## config.mk

```make
export PLATFORM = sky130hd
export DESIGN_NAME = lcd_char_fetch_flat
export DESIGN_NICKNAME = d
export VERILOG_FILES = /design/src/rtl/lcd_char_pkg.sv /design/src/rtl/lcd_char_fetch_if.sv /design/src/rtl/lcd_char_pos.sv /design/src/rtl/lcd_char_fetch.sv /design/src/flat_wrapper.sv
export SDC_FILE = /design/constraint.sdc
export NUM_CORES = 1
export LEC_CHECK = 0
export ABC_AREA = 1
export ABC_CLOCK_PERIOD_IN_PS = 3300
export CAP_MARGIN = 10
export CORE_MARGIN = 2
export CORE_UTILIZATION = 35
export DETAILED_ROUTE_END_ITERATION = 7
export SLEW_MARGIN = 20
export SYNTH_ARGS = -nofsm -noshare
export SYNTH_HDL_FRONTEND = slang
export SYNTH_SLANG_ARGS = --single-unit
```

## constraint.sdc

```tcl
create_clock -name clk -period 3.3 [get_ports clk]
set_input_delay 0.66 -clock clk [delete_from_list [all_inputs] [get_ports clk]]
set_output_delay 0.66 -clock clk [all_outputs]
set_load 0.01 [all_outputs]
```

## src/rtl/lcd_char_pkg.sv

```systemverilog
// Shared types and defaults for the LCD character glyph fetcher.
package lcd_char_pkg;

  localparam int unsigned DEF_GLYPH_BYTES = 32;
  localparam int unsigned DEF_ADDR_W      = 5;
  localparam int unsigned LCD_PAGES       = 8;
  localparam int unsigned LCD_COLS        = 128;
  localparam int unsigned PAGE_W          = 3;
  localparam int unsigned COL_W           = 7;

  typedef enum logic [2:0] {
    StIdle,
    StReq,
    StCap,
    StPush,
    StDone
  } fetch_state_e;

endpackage

```

## src/rtl/lcd_char_fetch_if.sv

```systemverilog
// ROM-combiner and LCD-write-stage signals of one character block.
// master = fetcher side, slave = ROM combiner / LCD write stage side.
interface lcd_char_fetch_if #(
  parameter int unsigned ADDR_W = 5
);
  logic              char_ready;
  logic [ADDR_W-1:0] rom_addr;
  logic [7:0]        rom_data;
  logic              lcd_valid;
  logic              lcd_ready;
  logic [7:0]        lcd_data;
  logic [2:0]        lcd_page;
  logic [6:0]        lcd_col;

  modport master (
    output char_ready, rom_addr, lcd_valid, lcd_data, lcd_page, lcd_col,
    input  rom_data, lcd_ready
  );

  modport slave (
    input  char_ready, rom_addr, lcd_valid, lcd_data, lcd_page, lcd_col,
    output rom_data, lcd_ready
  );
endinterface

```

## src/rtl/lcd_char_pos.sv

```systemverilog
// Maps a glyph byte index plus the latched bases onto an LCD page/column.
// Top half of the glyph lands on page_base, bottom half on page_base+1; both wrap.
module lcd_char_pos
  import lcd_char_pkg::*;
#(
  parameter int unsigned GLYPH_BYTES = DEF_GLYPH_BYTES,
  parameter int unsigned ADDR_W      = DEF_ADDR_W
) (
  input  logic [ADDR_W-1:0] idx,
  input  logic [PAGE_W-1:0] page_base,
  input  logic [COL_W-1:0]  col_base,
  output logic [PAGE_W-1:0] page,
  output logic [COL_W-1:0]  col
);

  localparam logic [ADDR_W-1:0] Half = ADDR_W'(GLYPH_BYTES / 2);

  logic              lower;
  logic [ADDR_W-1:0] col_off;

  // idx never exceeds GLYPH_BYTES-1, so one subtraction replaces the modulo
  always_comb begin
    lower   = (idx >= Half);
    col_off = lower ? (idx - Half) : idx;
    page    = page_base + PAGE_W'(lower);
    col     = col_base + COL_W'(col_off);
  end

endmodule

```

## src/rtl/lcd_char_fetch.sv

```systemverilog
// Requester side of the glyph ROM-sharing interface: walks one 32-byte glyph through
// the ROM combiner and pushes each byte, tagged with page/column, to the LCD write stage.
// Optional feature: define LCD_CHAR_INVERT_EN to add the invert input (highlighted cell).
module lcd_char_fetch
  import lcd_char_pkg::*;
#(
  parameter int unsigned GLYPH_BYTES = DEF_GLYPH_BYTES,
  parameter int unsigned ADDR_W      = DEF_ADDR_W,
  parameter int unsigned ROM_LAT     = 1
) (
  input  logic              clk,
  input  logic              rstn,
  input  logic              start,
  input  logic [PAGE_W-1:0] page_base,
  input  logic [COL_W-1:0]  col_base,
`ifdef LCD_CHAR_INVERT_EN
  input  logic              invert,
`endif
  output logic              busy,
  output logic              done,
  lcd_char_fetch_if.master  bus
);

  localparam logic [ADDR_W-1:0] LastIdx = ADDR_W'(GLYPH_BYTES - 1);
  localparam logic [1:0]        LatLast = 2'((ROM_LAT == 0) ? 0 : ROM_LAT - 1);

  fetch_state_e      state_q, state_d;
  logic [ADDR_W-1:0] idx_q, idx_d;
  logic [1:0]        wait_q, wait_d;
  logic [PAGE_W-1:0] page_base_q;
  logic [COL_W-1:0]  col_base_q;
  logic              accept;
  logic              capture;
  logic [7:0]        cap_data;
  logic [PAGE_W-1:0] pos_page;
  logic [COL_W-1:0]  pos_col;
  logic [7:0]        data_q;
  logic [PAGE_W-1:0] page_q;
  logic [COL_W-1:0]  col_q;
  logic              valid_q;
`ifdef LCD_CHAR_INVERT_EN
  logic              invert_q;
`endif

  lcd_char_pos #(
    .GLYPH_BYTES(GLYPH_BYTES),
    .ADDR_W     (ADDR_W)
  ) u_pos (
    .idx      (idx_q),
    .page_base(page_base_q),
    .col_base (col_base_q),
    .page     (pos_page),
    .col      (pos_col)
  );

  // State, byte index and ROM wait counter
  always_ff @(posedge clk or negedge rstn) begin
    if (!rstn) begin
      state_q <= StIdle;
      idx_q   <= '0;
      wait_q  <= '0;
    end else begin
      state_q <= state_d;
      idx_q   <= idx_d;
      wait_q  <= wait_d;
    end
  end

  // Next-state logic; the wait counter runs only in REQ
  always_comb begin
    state_d = state_q;
    idx_d   = idx_q;
    wait_d  = wait_q;
    accept  = 1'b0;
    capture = 1'b0;
    unique case (state_q)
      StIdle: begin
        if (start) begin
          accept  = 1'b1;
          idx_d   = '0;
          wait_d  = '0;
          state_d = StReq;
        end
      end
      StReq: begin
        if (wait_q == LatLast) begin
          wait_d  = '0;
          state_d = StCap;
        end else begin
          wait_d = wait_q + 2'd1;
        end
      end
      StCap: begin
        capture = 1'b1;
        state_d = StPush;
      end
      StPush: begin
        if (bus.lcd_ready) begin
          if (idx_q == LastIdx) begin
            state_d = StDone;
          end else begin
            idx_d   = idx_q + 1'b1;
            wait_d  = '0;
            state_d = StReq;
          end
        end
      end
      StDone: state_d = StIdle;
      default: state_d = StIdle;
    endcase
  end

  // Glyph position and style are latched once per accepted start
  always_ff @(posedge clk or negedge rstn) begin
    if (!rstn) begin
      page_base_q <= '0;
      col_base_q  <= '0;
`ifdef LCD_CHAR_INVERT_EN
      invert_q    <= 1'b0;
`endif
    end else if (accept) begin
      page_base_q <= page_base;
      col_base_q  <= col_base;
`ifdef LCD_CHAR_INVERT_EN
      invert_q    <= invert;
`endif
    end
  end

  // Byte as it will be presented to the LCD stage
  always_comb begin
`ifdef LCD_CHAR_INVERT_EN
    cap_data = invert_q ? ~bus.rom_data : bus.rom_data;
`else
    cap_data = bus.rom_data;
`endif
  end

  // LCD output registers: loaded in CAP, frozen through PUSH until the handshake
  always_ff @(posedge clk or negedge rstn) begin
    if (!rstn) begin
      data_q  <= '0;
      page_q  <= '0;
      col_q   <= '0;
      valid_q <= 1'b0;
    end else if (capture) begin
      data_q  <= cap_data;
      page_q  <= pos_page;
      col_q   <= pos_col;
      valid_q <= 1'b1;
    end else if (state_q == StPush && bus.lcd_ready) begin
      valid_q <= 1'b0;
    end
  end

  // char_ready spans REQ..PUSH so the combiner keeps this block selected across bytes
  always_comb begin
    busy           = (state_q != StIdle);
    done           = (state_q == StDone);
    bus.char_ready = (state_q == StReq) || (state_q == StCap) || (state_q == StPush);
    bus.rom_addr   = bus.char_ready ? idx_q : '0;
    bus.lcd_valid  = valid_q;
    bus.lcd_data   = data_q;
    bus.lcd_page   = page_q;
    bus.lcd_col    = col_q;
  end

endmodule
```

## src/flat_wrapper.sv

```systemverilog
// flat-port wrapper written by rule: the top's interface ports become plain ports
module lcd_char_fetch_flat import lcd_char_pkg::*;
#(
  parameter int unsigned GLYPH_BYTES = DEF_GLYPH_BYTES,
  parameter int unsigned ADDR_W      = DEF_ADDR_W,
  parameter int unsigned ROM_LAT     = 1
)
  (clk, rstn, start, page_base, col_base, busy, done, bus_char_ready, bus_rom_addr, bus_lcd_valid, bus_lcd_data, bus_lcd_page, bus_lcd_col, bus_rom_data, bus_lcd_ready);
  lcd_char_fetch_if #(.ADDR_W(ADDR_W)) bus_i ();
  input  logic clk;
  input  logic rstn;
  input  logic start;
  input  logic [PAGE_W-1:0] page_base;
  input  logic [COL_W-1:0] col_base;
  output logic busy;
  output logic done;
  output wire logic [$bits(bus_i.char_ready)-1:0] bus_char_ready;
  output wire logic [$bits(bus_i.rom_addr)-1:0] bus_rom_addr;
  output wire logic [$bits(bus_i.lcd_valid)-1:0] bus_lcd_valid;
  output wire logic [$bits(bus_i.lcd_data)-1:0] bus_lcd_data;
  output wire logic [$bits(bus_i.lcd_page)-1:0] bus_lcd_page;
  output wire logic [$bits(bus_i.lcd_col)-1:0] bus_lcd_col;
  input wire logic [$bits(bus_i.rom_data)-1:0] bus_rom_data;
  input wire logic [$bits(bus_i.lcd_ready)-1:0] bus_lcd_ready;
  assign bus_char_ready = bus_i.char_ready;
  assign bus_rom_addr = bus_i.rom_addr;
  assign bus_lcd_valid = bus_i.lcd_valid;
  assign bus_lcd_data = bus_i.lcd_data;
  assign bus_lcd_page = bus_i.lcd_page;
  assign bus_lcd_col = bus_i.lcd_col;
  assign bus_i.rom_data = bus_rom_data;
  assign bus_i.lcd_ready = bus_lcd_ready;
  lcd_char_fetch #(.GLYPH_BYTES(GLYPH_BYTES), .ADDR_W(ADDR_W), .ROM_LAT(ROM_LAT)) u_core (.clk(clk), .rstn(rstn), .start(start), .page_base(page_base), .col_base(col_base), .busy(busy), .done(done), .bus(bus_i));
endmodule
```

# After elaboration in Yosys (flattened, before gate mapping)
# Index checks and enable logic that the tools add are counted.
# op_classes
n_addsub	5
n_lt_le_gt_ge	1
n_eq_ne	9
muxes	21
n_reduce_logical	12
# ops
operator	n
$mux W5	5
$mux W3	4
$pmux W3 S4	1
$pmux W5 S2	1
$mux W2	4
$reduce_and A4 Y1	2
$add A7 B5 Y7	1
$eq A3 B2 Y1 const B	2
$ne A2 B2 Y1 const B	3
$pmux W2 S3	1
$reduce_bool A3 Y1	2
$add A5 B1 Y5 const B	1
$eq A5 B5 Y1 const B	1
$ge A5 B5 Y1 const B	1
$mux W1	5
$sub A5 B5 Y5 const B	1
$reduce_bool A2 Y1	2
$add A3 B1 Y3	1
$eq A3 B1 Y1 const B	1
$eq A3 B3 Y1 const B	1
$logic_not A3 Y1	1
$reduce_and A3 Y1	1
$add A2 B1 Y2 const B	1
$logic_not A2 Y1	1
3 further kinds	4
# word_totals
register_bits	39
inputBits	22
out_inout_bits	27
word_cells	57

# Longest topological paths before layout
# Gate-level depths: netlist of the first run.
# depth
ltp_word	4
mapped_depth	10
ltp_nobuf	10

# Modules after synthesis
# From an unflattened synthesis of the first run, not the netlist that was laid out.
# unflattened
cells_unflattened	266
area_unflattened_um2	2070.7
# by_module_without_submodules
module	instances	cells_per_inst	area_per_inst_um2	seq_area_each_um2
lcd_char_fetch	1	220	1775.5	975.9
lcd_char_pos	1	46	295.3	0.0

# Worst setup path after synthesis of the first run
# Ideal clock, no wire load.
# synth_path
kind	flip-flop to output port
start	register u_core.state_q[0]
end	output port bus_rom_addr[0]
arrival_time_ns	1.061
slack_ns	1.579
stages_incl_launch_ff	5
n_path_buf	0
path_cell_list	dfrtp_1 nor2_1 nor2_1 inv_1 nor2_1
# synth_via
elab_chain_cells	4
word_cells_on_any_way	6
cone_classes	eq/ne: 3; mux: 1; reduce/logical: 2
# synth_rtl
element	line_no	text
start, declared	lcd_char_fetch.sv:27	fetch_state_e state_q, state_d;
start signal, assigned	lcd_char_fetch.sv:59	state_q <= StIdle;
start signal, assigned	lcd_char_fetch.sv:63	state_q <= state_d;
$eq A3 B1 Y1 or $eq A3 B2 Y1 (tied branches)	lcd_char_fetch.sv:160	bus.char_ready = (state_q == StReq) || (state_q == StCap) || (state_q == StPush);
$logic_or A1 B1 Y1	lcd_char_fetch.sv:160	
$logic_or A1 B1 Y1 (*)	lcd_char_fetch.sv:160	
net bus_char_ready	flat_wrapper.sv:17	output wire logic [$bits(bus_i.char_ready)-1:0] bus_char_ready;
$mux W5 (*)	lcd_char_fetch.sv:161	bus.rom_addr = bus.char_ready ? idx_q : '0;
end, declared	flat_wrapper.sv:18	output wire logic [$bits(bus_i.rom_addr)-1:0] bus_rom_addr;
# Mark *: on every way through the listed nets, which the timed path passes. The rest lies on a longest branch.

# Worst setup path in the final report of the first run
# layout_path
start	register u_core.state_q[0]
end	output port bus_rom_addr[1]
# layout_via
elab_chain_cells	4
word_cells_on_any_way	6
cone_classes	eq/ne: 3; mux: 1; reduce/logical: 2
# layout_rtl
element	line_no
$eq A3 B1 Y1 or $eq A3 B2 Y1 (tied branches)	lcd_char_fetch.sv:160
$logic_or A1 B1 Y1	lcd_char_fetch.sv:160
$logic_or A1 B1 Y1 (*)	lcd_char_fetch.sv:160
$mux W5 (*)	lcd_char_fetch.sv:161
# Every way passes the cells marked *; elsewhere a longest branch is shown, timed or not.

==> flow_summary.ini, run 1 <==
[status]
status = completed

[global_route]
grt.total_usage_pct = 13.9
grt_remaining_overflow = 0
grt_pass1_vias = 1637
grt_max_degree = 40
grt_pass1_wl_mm = 7.14
antenna_found_initial = 0

[timing]
hold_viol_final = 0
finalWorstSetupSlack_ns = 0.855
period_minus_slack_ns = 2.45
clock_skew_ns = 0.00673
worst_pin_slew_ns = 0.853
finalCritPeriodShare_pct = 74.1
setup_tns_ns = 0
fmax_mhz = 409
report.final.slew_viol_count = 0
rsz0062_at_grt = no
finalSetupViolCount = 0
slew_headroom_pct = 43.2

[placement]
io_buffers = 48
pre_cts_ws_ns = 1.17
placed_area_um2 = 2630
hpwl_mm = 3.08
place_congestion = 0.796

[final_layout]
area_delta_synth_final_pct = 29.8
drive_above_1_share_pct = 7.99
finalInstanceArea_um2 = 2710
nets = 348
n_antenna_cell = 0
fillCellCount = 590

[critical_path]
cp_common_cell = nor2_1
crit_chain = nor2_1 > nor2_1 > inv_1 > nor2_1 > clkdlybuf4s50_1
critPathBufInv = 2
critPathSlowestCell = clkdlybuf4s50_1
r2r_cells = 8
reg2reg_slack_ns = 1.59
worstSetupPathType = flip-flop to primary output
required_ns = 2.64
cp_slowest_stage_delay_ns = 0.54
cp-end-kind = primary output
path_delay_family = buffers and inverters
timing.rr.end = u_core.bus.lcd_col[6]$_DFFE_PN0P_
start_kind = flip-flop
cp_data_arrival_time_ns = 1.79
path_max_fanout = 6
r2r-start = u_core.idx_q[0]$_DFFE_PN0P_

[clock_network]
cts_root_buffer = clkbuf_8
post_cts_buffers = 0
cts_resized = 0
htreeDepth = 2
cts.sinks = 39
cts_max_path_buffers = 2
cts_buffers = 5
cts_tree = done
clock_latency_ns = 0.29
clk_pin_slew_ns = 0.08
cts_hold_buf = 0

[job]
drv_cap = 0

[drt]
routedWlPerCell_um = 10.6
first_iter_violations = 121
ant_nets = 0
wirelength_mm = 4.12
viasPerCell = 4.32
drc = 0
first_pass_iters = 4
vias = 1677

[yosys]
synth.avg_cell_area_um2 = 8.04
synth_seq_cells = 39
ys.flop_type = dfrtp_1
synth_edf_count = 0
synthCells = 260
postSynth.asyncResetShare_pct = 100
yosysSeqAreaShare_pct = 46.7
synth_area_um2 = 2090
yosysWarnings = 0
synth.distinct_cells = 27

[floorplan]
die_width_um = 81.3
io_pins = 49
die_h_um = 81.3
core_um2 = 5850
initial_utilization_pct = 35.7
dieArea_um2 = 6600
placementRows = 28

[pwr]
powerDensity_nw_per_um2 = 827
vdd_drop_max_uv = 258
p_leak_nw = 1.37

[hold_path]
hold_path_class = primary input to asynchronous set/reset pin
-- kinds of logic (layout without fill, tap and decap cells) --
kind of cell / Yosys count / in the layout / share of synthesized area [%]
flops: 39 / 39 / 46.7
buf+inv: 33 / 85 / 7.07
xor+xnor: 4 / 4 / 1.68
compound gates: 17 / 17 / 4.19
other cells: 1 / 2 / 0.179
simple gates: 152 / 152 / 31.4
fa+ha+maj: 14 / 14 / 8.74
-- state kept, by name (all words and copies together) (netlist names) --
signal and cells:
u_core.wait_q 2, u_core.page_base_q 3, u_core.bus.lcd_data 8, u_core.col_base_q 7, u_core.idx_q 5, u_core.state_q 3, u_core.bus.lcd_col 7, u_core.bus.lcd_page 3
u_core.bus.lcd_valid 1
-- layer usage --
layer  GRT usage, %  vias to the layer above  wire length [µm]
li1               -                      896                 -
met1           17.2                      735              1970
met2           23.8                       41              1900
met3           2.44                        5               210
met4           5.93                        0                48
met5              0                        -                 0
-- metrics by stage --
stage	power, mW	instances	hold WS [ns]	utilization, %
2_1_floorplan	1.52	261	0.364	-
3_3_place_gp	1.92	380	0.454	44.9
3_5_place_dp	1.95	380	0.458	44.9
4_1_cts	2.27	388	0.477	46.4
5_1_grt	2.47	388	0.490	46.4
6_report	2.24	388	0.473	46.4
-- where the power goes --
part           switching, mW  total (mW)  internal, mW  leakage [nW]
combinational          0.612        1.11         0.495         0.836
clock                  0.167       0.315         0.148        0.0412
sequential             0.141       0.820         0.680         0.495
-- layout make-up --
type | count | area [µm²] | area share, %
Sequential cell | 39 | 976 | 36.0
Multi-Input combinational cell | 189 | 970 | 35.7
Timing Repair Buffer | 48 | 475 | 17.5
Inverter | 29 | 113 | 4.15
Tap cell | 75 | 93.8 | 3.46
Clock buffer | 6 | 72.6 | 2.68
Clock inverter | 2 | 12.5 | 0.461
-- worst register-to-register path: stages, from the launching register on --
cell and delay, ns:
dfrtp_1 0.44, ha_1 0.24, fa_1 0.47, nand2_1 0.08, nand2_1 0.08, nand3_1 0.10
nand3_1 0.07, nand3_1 0.08, nand2_1 0.05
-- Yosys cell counts (all sizes together) (2+ instances only) --
| master | instances | area share [%] |
|---|---|---|
| a21oi | 2 | 0.48 |
| buf | 4 | 1.7 |
| dfrtp | 39 | 47 |
| ha | 13 | 7.8 |
| inv | 28 | 5.2 |
| nand2 | 114 | 21 |
| nand3 | 11 | 3.2 |
| nor2 | 23 | 5.8 |
| nor3 | 3 | 0.72 |
| o21ai | 14 | 3.4 |
| xnor2 | 3 | 1.3 |
-- worst max path at each step --
stage | to | depth (start not counted) | from | slack [ns]
after floorplan | bus_rom_addr[0] | 4 | u_core.state_q[0]$_DFFE_PN0P_ | 1.58
after global placement | bus_rom_addr[2] | 5 | u_core.state_q[0]$_DFFE_PN0P_ | 1.21
after detailed placement | bus_rom_addr[1] | 5 | u_core.state_q[0]$_DFFE_PN0P_ | 1.17
after CTS | bus_rom_addr[1] | 5 | u_core.state_q[0]$_DFFE_PN0P_ | 0.84
after global routing | bus_rom_addr[3] | 5 | u_core.state_q[0]$_DFFE_PN0P_ | 0.75
final | bus_rom_addr[1] | 5 | u_core.state_q[0]$_DFFE_PN0P_ | 0.85
-- placed cells by master (no fill, tap or decap), drive strengths merged --
cell	count
a21boi	1
a21oi	2
buf	1
clkbuf	6
clkdlybuf4s50	47
clkinv	2
clkinvlp	1
conb	2
dfrtp	39
fa	1
ha	13
inv	28
nand2	114
nand3	11
nand3b	1
nor2	23
nor3	3
o21ai	14
xnor2	3
xor2	1
Power figures use the tool's default switching activity.
==> run 2: changes to the inputs <==
--- a/config.mk
+++ b/config.mk
@@ -6,7 +6,7 @@
 export NUM_CORES = 1
 export LEC_CHECK = 0
 export ABC_AREA = 1
-export ABC_CLOCK_PERIOD_IN_PS = 3300
+export ABC_CLOCK_PERIOD_IN_PS = 2370
 export CAP_MARGIN = 10
 export CORE_MARGIN = 2
 export CORE_UTILIZATION = 35
==> constraint.sdc (replaced) <==
create_clock -name clk -period 2.37 [get_ports clk]
set_input_delay 0.474 -clock clk [delete_from_list [all_inputs] [get_ports clk]]
set_output_delay 0.474 -clock clk [all_outputs]
set_load 0.01 [all_outputs]
==> flow_summary.ini, run 2 (synthesized netlist as in run 1, its figures left out) <==
[status]
status = completed

[final_layout]
drive_above_1_share_pct = 8.28
nets = 349
area_delta_synth_final_pct = 30.1
multi_input_area_um2 = 970
regArea_um2 = 977
fillCellCount = 590
final_common_cell = nand2_1
largest_register_ffs = 8
final_cell_mix = nand2_1 (111), clkdlybuf4s50_1 (47), dfrtp_1 (38)
n_antenna_cell = 0

[timing]
rsz0062_at_grt = no
fmax_mhz = 453
finalSetupViolCount = 0
clock_skew_ns = 0.00352
finalCritPeriodShare_pct = 93.1
hold-worst-slack_ns = 0.289
hold_viol_final = 0
report.final.slew_viol_count = 0
slew_headroom_pct = 42.8
setup_tns_ns = 0
worst_pin_slew_ns = 0.859
period_minus_slack_ns = 2.21

[placement]
io_buffers = 48
hpwl_mm = 3.14
place_congestion = 0.796

[floorplan]
placementRows = 28
die_width_um = 81.3
initial_utilization_pct = 35.7
die_h_um = 81.3
core_um2 = 5850
io_pins = 49
dieArea_um2 = 6600

[job]
drv_cap = 0

[drt]
first_pass_iters = 4
vias = 1684
viasPerCell = 4.33
ant_nets = 0
wirelength_mm = 4.23
first_iter_violations = 89
routedWlPerCell_um = 10.9
drc = 0

[critical_path]
cp_slowest_stage_delay_ns = 0.50
critPathBufInv = 3
worstSetupPathType = flip-flop to primary output
cp_common_cell = inv_2
crit_chain = inv_2 > nand2_1 > nor2_2 > inv_2 > clkdlybuf4s50_1
path_max_fanout = 10
required_ns = 1.90
critPathSlowestCell = clkdlybuf4s50_1
cp-end-kind = primary output
start_kind = flip-flop
cp_data_arrival_time_ns = 1.73
path_delay_family = buffers and inverters

[global_route]
grt.total_usage_pct = 14.2
antenna_found_initial = 0
grt_remaining_overflow = 0
grt_pass1_wl_mm = 7.14
grt_max_degree = 40
grt_pass1_vias = 1597

[pwr]
finalPower_mw = 3.13
netSwitchingPower_mw = 1.28
swShare_pct = 40.8
power_frac_comb_pct = 49.6
power_frac_seq_pct = 36.6
internal_power_mw = 1.85
vdd_drop_max_uv = 371
powerDensity_nw_per_um2 = 1150
p_leak_nw = 1.38
power.share.clock_pct = 13.8

[clock_network]
cts_root_buffer = clkbuf_8
clock_latency_ns = 0.29
cts_tree = done
clk_pin_slew_ns = 0.07
cts_hold_buf = 0
cts_max_path_buffers = 2
htreeDepth = 2
cts.sinks = 39
cts_buffers = 5

[hold_path]
hold_path_class = primary input to asynchronous set/reset pin
run 2: cell types whose count changed in the layout (fill, tap and decap cells not counted):
cell and change:
buf_4 +1, clkbuf_1 +1, clkinvlp_4 -1, dfrtp_1 -1, dfrtp_2 +1
run 2: worst register-to-register path: stages (launching register included):
cell and delay (ns):
dfrtp_1 0.44, ha_1 0.25, fa_1 0.47, nand2_1 0.08, nand2_1 0.09, nand3_1 0.10
nand3_1 0.08, nand3_1 0.08, nand2_1 0.05
run 2: per-stage QoR:
stage	cell area [µm²]	cells	util (%)	setup WS (ns)
finish	2720	389	46.5	0.162
floorplan	2090	261	-	0.780
CTS	2720	389	46.4	0.0886
global placement	2640	381	45.0	0.471
global route	2720	389	46.5	0.0121
detailed placement	2640	381	45.0	0.423
run 2: timing repair:
item / CTS / global route
setup buffers: 0 / 0
gates resized for setup: 0 / 1
setup endpoints to repair: 0 / 5
run 2: area by class of cell:
type / count / share of cell area (%)
well taps: 75 / 3.45
multi-input cells: 189 / 35.7
clock inverters: 1 / 0.184
clock buffers: 7 / 2.81
inverters: 29 / 4.14
repair buffers: 49 / 17.8
flip-flops and latches: 39 / 36.0
run 2: final timing paths:
path | from | endpoint | slack, ns | cells after the start
worst min-delay path | rstn | u_core.col_base_q[5]$_DFFE_PN0P_ | 0.29 | 1
worst max-delay path | u_core.state_q[1]$_DFFE_PN0P_ | busy | 0.16 | 5
max in group asynchronous | rstn | u_core.state_q[0]$_DFFE_PN0P_ | 1.49 | 1
worst max register to register | u_core.idx_q[0]$_DFFE_PN0P_ | u_core.bus.lcd_col[6]$_DFFE_PN0P_ | 0.65 | 8
min in group clk | u_core.bus.lcd_data[2]$_DFFE_PN0P_ | u_core.bus.lcd_data[2]$_DFFE_PN0P_ | 0.47 | 2
worst min register to register | u_core.bus.lcd_data[2]$_DFFE_PN0P_ | u_core.bus.lcd_data[2]$_DFFE_PN0P_ | 0.47 | 2
run 2: layer usage:
layer	global-route usage [%]	part of all wire [%]	up-vias
met1	17.2	47	743
met2	23.7	47	37
li1	-	-	898
met5	0	0	-
met3	3.78	5.1	6
met4	6.10	1.8	0
run 2: power groups by stage:
| stage | sequential (mW) | combinational, mW | clock (mW) |
|---|---|---|---|
| 3_5_place_dp | 1.16 | 1.57 | 0 |
| 2_1_floorplan | 1.20 | 0.915 | 0 |
| 6_report | 1.15 | 1.55 | 0.432 |
| 4_1_cts | 1.14 | 1.58 | 0.452 |
| 3_3_place_gp | 1.15 | 1.54 | 0 |
| 5_1_grt | 1.19 | 1.77 | 0.484 |
==> run 3: changes to the inputs <==
--- a/config.mk
+++ b/config.mk
@@ -6,11 +6,12 @@
 export NUM_CORES = 1
 export LEC_CHECK = 0
 export ABC_AREA = 1
-export ABC_CLOCK_PERIOD_IN_PS = 2370
+export ABC_CLOCK_PERIOD_IN_PS = 1900
 export CAP_MARGIN = 10
 export CORE_MARGIN = 2
-export CORE_UTILIZATION = 35
+export CORE_UTILIZATION = 43
 export DETAILED_ROUTE_END_ITERATION = 7
+export DONT_BUFFER_PORTS = 1
 export SLEW_MARGIN = 20
 export SYNTH_ARGS = -nofsm -noshare
 export SYNTH_HDL_FRONTEND = slang
==> constraint.sdc (replaced) <==
create_clock -name clk -period 1.9 [get_ports clk]
set_input_delay 0.38 -clock clk [delete_from_list [all_inputs] [get_ports clk]]
set_output_delay 0.38 -clock clk [all_outputs]
set_load 0.01 [all_outputs]
==> flow_summary.ini, run 3 (synthesized netlist as in run 1, its figures left out) <==
[pwr]
netSwitchingPower_mw = 1.58
vdd_drop_max_uv = 500
power_frac_comb_pct = 40.0
p_leak_nw = 1.22
power.share.clock_pct = 16.0
swShare_pct = 44.9
powerDensity_nw_per_um2 = 1550
power_frac_seq_pct = 44.0
internal_power_mw = 1.94

[timing]
finalCritPeriodShare_pct = 88.3
finalSetupViolCount = 0
setup_tns_ns = 0
rsz0062_at_grt = no
hold-worst-slack_ns = 0.194
report.final.slew_viol_count = 0
hold_viol_final = 0
clock_skew_ns = 0.00960
period_minus_slack_ns = 1.68
fmax_mhz = 596

[critical_path]
r2r-start = u_core.idx_q[0]$_DFFE_PN0P_
worstSetupEndpoint = u_core.bus.lcd_col[6]$_DFFE_PN0P_
timing.rr.end = u_core.bus.lcd_col[6]$_DFFE_PN0P_
worstSetupPathType = flip-flop to flip-flop
reg2reg_slack_ns = 0.22
cp_data_arrival_time_ns = 1.87
start_kind = flip-flop
cp-end-kind = flip-flop
r2r_cells = 8
required_ns = 2.10
path_max_fanout = 6
startpoint = u_core.idx_q[0]$_DFFE_PN0P_

[clock_network]
cts.sinks = 39
clk_pin_slew_ns = 0.08
htreeDepth = 2
cts_buffers = 5
clock_latency_ns = 0.29
cts_tree = done
cts_root_buffer = clkbuf_8
cts_max_path_buffers = 2

[drt]
first_iter_violations = 72
first_pass_iters = 4
wirelength_mm = 4.12
routedWlPerCell_um = 12.7
drc = 0
vias = 1564
ant_nets = 0
viasPerCell = 4.83

[global_route]
grt_pass1_vias = 1474
grt_remaining_overflow = 0
grt_pass1_wl_mm = 6.87
antenna_found_initial = 0
grt_max_degree = 40
grt.total_usage_pct = 16.8

[floorplan]
initial_utilization_pct = 44.5
die_h_um = 73.7
dieArea_um2 = 5430
die_width_um = 73.7
io_pins = 49
core_um2 = 4690
placementRows = 25

[placement]
io_buffers = 0
place_congestion = 0.826
hpwl_mm = 3.01
placed_area_um2 = 2150

[final_layout]
final_core_util_pct = 48.3
area_delta_synth_final_pct = 8.56
largest_register_ffs = 8
multi_input_area_um2 = 970
finalInstanceArea_um2 = 2270
n_antenna_cell = 0
regArea_um2 = 977
final_cell_mix = nand2_1 (111), dfrtp_1 (38), inv_1 (22)
fillCellCount = 477
nets = 305
drive_above_1_share_pct = 11.1
final_common_cell = nand2_1

[status]
status = completed

[hold_path]
hold_path_class = primary input to flip-flop

[job]
drv_cap = 0
[run 3: changes by cell type in the layout (fill, tap and decap cells not counted)]
cell / change
clkbuf_1: -2
buf_12: +1
clkdlybuf4s50_1: -47
buf_4: +2
dlygate4sd3_1: +1
buf_2: -1
clkinvlp_4: +2
[run 3: per-stage QoR]
step	total power, mW	instances	setup WS (ns)
after CTS	3.56	324	0.118
final	3.52	324	0.223
after global placement	2.92	314	0.247
after global routing	3.89	324	0.0671
after floorplan	2.64	261	0.310
after detailed placement	2.96	314	0.222
[run 3: final cells by class]
cell class | count | area share (%)
repair buffers | 5 | 2.32
flip-flops and latches | 39 | 43.1
multi-input cells | 189 | 42.7
clock inverters | 3 | 0.883
clock buffers | 5 | 3.03
inverters | 29 | 4.96
well taps | 54 | 2.98
[run 3: repair_timing]
action / 4_1_cts / 5_1_grt
hold endpoints to repair: 39 / 0
gates resized for setup: 0 / 1
setup endpoints to repair: 0 / 1
hold buffers: 2 / 0
buffers inserted: 0 / 0
[run 3: how the worst min path moves through the flow]
stage	slack [ns]	to	cells past startpoint	start
after global placement	0.09	u_core.bus.lcd_data[0]$_DFFE_PN0P_	0	rstn
final	0.19	u_core.col_base_q[2]$_DFFE_PN0P_	2	col_base[2]
after global routing	0.20	u_core.bus.lcd_data[3]$_DFFE_PN0P_	2	bus_rom_data[3]
after floorplan	0.08	u_core.bus.lcd_col[0]$_DFFE_PN0P_	0	rstn
after CTS	0.19	u_core.col_base_q[2]$_DFFE_PN0P_	2	col_base[2]
after detailed placement	0.09	u_core.bus.lcd_data[7]$_DFFE_PN0P_	0	rstn
[run 3: routing by layer]
layer  part of all wire (%)  up-vias  GRT usage (%)
met5                      0        -              0
met4                    1.1        0           6.06
met3                    6.8        4           5.49
met2                     44       47           26.3
met1                     48      703           21.6
li1                       -      810              -
[run 3: power by group through the flow]
stage	combinational [mW]	clock (mW)	sequential [mW]
final	1.41	0.562	1.55
after floorplan	1.14	0	1.50
after global routing	1.65	0.623	1.61
after global placement	1.37	0	1.55
after detailed placement	1.39	0	1.57
after CTS	1.43	0.584	1.55
[run 3: critical path: stages, from the launching register on]
cell	delay (ns)
dfrtp_1	0.44
ha_1	0.24
fa_1	0.46
nand2_1	0.08
nand2_1	0.08
nand3_1	0.09
nand3_1	0.07
nand3_1	0.08
nand2_1	0.05
